--- src/rtl/multiword_add_seq.sv ---
// Multi-precision adder sequencer: feeds one shared W-bit adder a word per cycle, LSW first.
// Optional subtract mode is enabled with `define MWADD_SUB_EN.
module multiword_add_seq #(
  parameter  int W      = 16,
  parameter  int NWORDS = 4,
  localparam int N      = W * NWORDS,
  localparam int IW     = (NWORDS > 1) ? $clog2(NWORDS) : 1
) (
  input  logic         clk,
  input  logic         rst_n,
  input  logic         start,
  input  logic [N-1:0] op_a,
  input  logic [N-1:0] op_b,
  input  logic         cin,
`ifdef MWADD_SUB_EN
  input  logic         sub,
`endif
  output logic         ready,
  output logic         done,
  output logic [N-1:0] result,
  output logic         cout,
  output logic [W-1:0] add_a,
  output logic [W-1:0] add_b,
  output logic         add_cin,
  input  logic [W-1:0] add_sum,
  input  logic         add_cout
);

  typedef enum logic [1:0] {
    IDLE = 2'd0,
    RUN  = 2'd1,
    DONE = 2'd2
  } state_e;

  localparam logic [IW-1:0] LAST_IDX = IW'(NWORDS - 1);

  state_e          state_q, state_d;
  logic [IW-1:0]   idx_q, idx_d;
  logic            carry_q, carry_d;
  logic [N-1:0]    a_q, a_d;
  logic [N-1:0]    b_q, b_d;
  logic [N-1:0]    result_q, result_d;
  logic            cout_q, cout_d;
  logic            binv_s;

`ifdef MWADD_SUB_EN
  logic            sub_q, sub_d;

  // Subtract select, captured with the operands
  always_ff @(posedge clk or negedge rst_n) begin
    if (!rst_n) begin
      sub_q <= 1'b0;
    end else begin
      sub_q <= sub_d;
    end
  end

  assign binv_s = sub_q;
`else
  assign binv_s = 1'b0;
`endif

  // State, operand, carry and result registers
  always_ff @(posedge clk or negedge rst_n) begin
    if (!rst_n) begin
      state_q  <= IDLE;
      idx_q    <= '0;
      carry_q  <= 1'b0;
      a_q      <= '0;
      b_q      <= '0;
      result_q <= '0;
      cout_q   <= 1'b0;
    end else begin
      state_q  <= state_d;
      idx_q    <= idx_d;
      carry_q  <= carry_d;
      a_q      <= a_d;
      b_q      <= b_d;
      result_q <= result_d;
      cout_q   <= cout_d;
    end
  end

  // Next-state logic: accept in IDLE, one word per RUN cycle, single DONE cycle
  always_comb begin
    state_d  = state_q;
    idx_d    = idx_q;
    carry_d  = carry_q;
    a_d      = a_q;
    b_d      = b_q;
    result_d = result_q;
    cout_d   = cout_q;
`ifdef MWADD_SUB_EN
    sub_d    = sub_q;
`endif
    case (state_q)
      IDLE: begin
        if (start) begin
          a_d      = op_a;
          b_d      = op_b;
          idx_d    = '0;
          result_d = '0;
          cout_d   = 1'b0;
          state_d  = RUN;
`ifdef MWADD_SUB_EN
          sub_d    = sub;
          // Two's-complement subtract: invert B and inject the +1 as carry
          carry_d  = sub ? 1'b1 : cin;
`else
          carry_d  = cin;
`endif
        end else begin
          state_d = IDLE;
        end
      end
      RUN: begin
        result_d[idx_q*W +: W] = add_sum;
        carry_d                = add_cout;
        if (idx_q == LAST_IDX) begin
          cout_d  = add_cout;
          idx_d   = '0;
          state_d = DONE;
        end else begin
          idx_d   = idx_q + IW'(1);
          state_d = RUN;
        end
      end
      DONE: begin
        state_d = IDLE;
      end
      default: begin
        state_d = IDLE;
      end
    endcase
  end

  // Adder operand mux; the shared adder sees zeros whenever it is not in use
  always_comb begin
    add_a   = '0;
    add_b   = '0;
    add_cin = 1'b0;
    if (state_q == RUN) begin
      add_a   = a_q[idx_q*W +: W];
      add_b   = b_q[idx_q*W +: W] ^ {W{binv_s}};
      add_cin = carry_q;
    end else begin
      add_a   = '0;
      add_b   = '0;
      add_cin = 1'b0;
    end
  end

  assign ready  = (state_q == IDLE);
  assign done   = (state_q == DONE);
  assign result = result_q;
  assign cout   = cout_q;

endmodule

--- config.mk ---
export PLATFORM = sky130hd
export DESIGN_NAME = multiword_add_seq
export DESIGN_NICKNAME = d
export VERILOG_FILES = /design/src/rtl/multiword_add_seq.sv
export SDC_FILE = /design/constraint.sdc
export NUM_CORES = 1
export LEC_CHECK = 0
export CORE_MARGIN = 3
export CORE_UTILIZATION = 51
export DETAILED_ROUTE_END_ITERATION = 6
export PLACE_DENSITY_LB_ADDON = 0.2
export SLEW_MARGIN = 40
export SYNTH_ARGS = -nofsm -noshare
export SYNTH_HDL_FRONTEND = slang
export SYNTH_SLANG_ARGS = --single-unit
--- constraint.sdc ---
create_clock -name clk -period 4.35 [get_ports clk]
set_input_delay 0.87 -clock clk [delete_from_list [all_inputs] [get_ports clk]]
set_output_delay 0.87 -clock clk [all_outputs]
set_load 0.1 [all_outputs]
==> results.ini <==
[placed_design]
dpl.cell_count=1231
place_ws_ps=1340
dp_hpwl_mm=14.6
placed_area_um2=10700
port_buffers=248
place_congestion=0.799

[logic_synthesis]
synth.top_cells.by_area=dfrtp_1 58%, nand2_1 17%, mux4_2 8.4%
syn-num-nets=960
syn_avg_cell_area_um2=10.6
ys_warn_count=0
synth-seq-area-share=0.579
synthArstFlopShare=1.00
ys_ff_latch=198
yosys.cell_types.count=26
synthFlopType=dfrtp_1
synth_top_area_frac=0.579
syn_area_um2=8560
yosys.area.top_type=dfrtp_1
netlist_instances=805
synth-edff-count=0

[cells_and_area]
finalNonFillerCells=1263
n_antenna_cell=0
layout-drive-gt1-share=0.181
area_delta_synth_final_pct=32.3
fin_area_um2=11300
layout_commonest_cell=nand2_1
fin_nets=1189
mostFrequentLayoutCells=392 x nand2_1, 196 x dfrtp_1, 147 x clkdlybuf4s50_1, 67 x buf_2, 64 x a22o_1
fillers=1238

[critical_path]
worstSetupPathType=reg -> out
cp-end-kind=output port
crit_fanout=30
start_kind=flop
worstRegToRegCells=5
critPathRequiredTime_ps=3480
cp.arrival_ps=2540

[drt]
drc=0
drt_wl_total_mm=21.2
first_pass_iters=4
final_antenna_net_count=0
drt_iter0_markers=351
routed_via_density=5.17
wire_per_inst_um=16.8
num_vias=6528

[clocking]
clockBufferDepth=2
cts_tree=built
postCtsSetupRepairBufs=0
clk_latency_ps=440
postCtsResizedCells=0
h-tree-depth=4
path_clk_slew_ps=70
cts_buffers=17
cts_hold_buf=0
cts_num_sinks=198
cts-root-buf=clkbuf_16

[sta]
clock_skew_ps=7.12
finalCriticalPeriod_ps=3410
hold_viol_final=0
tns_ps=0
max_slew_margin=0.486
worstMarginPinSlew_ps=769
fmax_mhz=293
setup_ws_ps=935
rsz0062_at_grt=false
setup_violations=0
fin_crit_sh=0.785
slew_viol_final=0

[grt]
grt_pass1_wl_mm=33.4
grt_pass1_vias=6550
grt_overflow=0
antenna_found_initial=1
grt_start_max_net_pins=110
grt_usage=0.233

[die]
die-area_um2=18400
dieHeight_um=136
ios=249
core.rowCount=46
die_width_um=136
core-area_um2=16200
initial_core_util=0.529

[status]
status=complete, no violations

[job]
drv_cap=0

[worst_hold_path]
min_path_type=in -> async

-- flip-flops by register name (all words and copies together), names as in the netlist --
signal   flops
a_q         64
b_q         64
carry_q      1
cout         1
idx_q        2
result      64
state_q      2
-- synth_stat cells, types with 3 or more instances --
| cell | instances |
|---|---|
| nand2_1 | 392 |
| nand3_1 | 3 |
| mux4_2 | 32 |
| dfrtp_1 | 198 |
| buf_6 | 12 |
| a22o_1 | 64 |
| clkbuf_1 | 14 |
| a21o_1 | 4 |
| and2_1 | 34 |
| buf_4 | 3 |
| ha_1 | 6 |
| buf_2 | 23 |
-- per-stage QoR --
stage	utilization	hold slack (ps)
2_1_floorplan	-	440
3_3_place_gp	0.680	453
3_5_place_dp	0.663	458
4_1_cts	0.700	432
5_1_grt	0.700	453
6_report	0.700	421
-- layout make-up --
type,instances,area (um^2),share of cell area
Sequential cell,198,4960,0.438
Multi-Input combinational cell,553,3280,0.290
Timing Repair Buffer,262,2200,0.195
Clock buffer,18,439,0.0388
Tap cell,216,270,0.0239
Clock inverter,14,160,0.0141
Inverter,2,7.51,0.000663
-- path summary, 6_finish.rpt --
path	end	slack [ps]	from
setup reg to reg	result[47]$_DFFE_PN0P_	1690	idx_q[0]$_DFFE_PN0P_
hold reg to reg	a_q[43]$_DFFE_PN0N_	470	a_q[43]$_DFFE_PN0N_
max in group asynchronous	idx_q[0]$_DFFE_PN0P_	3010	rst_n
setup / recovery	add_b[5]	940	idx_q[0]$_DFFE_PN0P_
min in group clk	a_q[43]$_DFFE_PN0N_	470	a_q[43]$_DFFE_PN0N_
hold / removal	result[19]$_DFFE_PN0P_	420	rst_n
-- cells by family (layout without fill, tap and decap cells) --
kind of cell,after synthesis,in the layout,share of synthesized area
AND/OR/NAND/NOR,442,442,0.216
flip-flops,198,198,0.579
AO/OA/AOI/OAI,73,73,0.0728
buffers and inverters,54,296,0.0389
multiplexers,32,32,0.0842
adder cells (fa/ha/maj),6,6,0.00877
-- routing by layer --
| layer | wire length [um] | up-vias | track usage |
|---|---|---|---|
| li1 | - | 3114 | - |
| met1 | 8910 | 3183 | 0.297 |
| met2 | 10400 | 190 | 0.385 |
| met3 | 1340 | 39 | 0.0676 |
| met4 | 478 | 2 | 0.0795 |
| met5 | 9 | - | 0 |
-- worst max-delay path, cell delays in order (launching register included) --
cell     delay, ps
dfrtp_4        820
buf_4          350
mux4_2         510
and2_1         180
buf_4          230
Power is left out: the tool's default activity adds up to more than one toggle a clock period on the data nets, which glitch-free logic cannot reach.
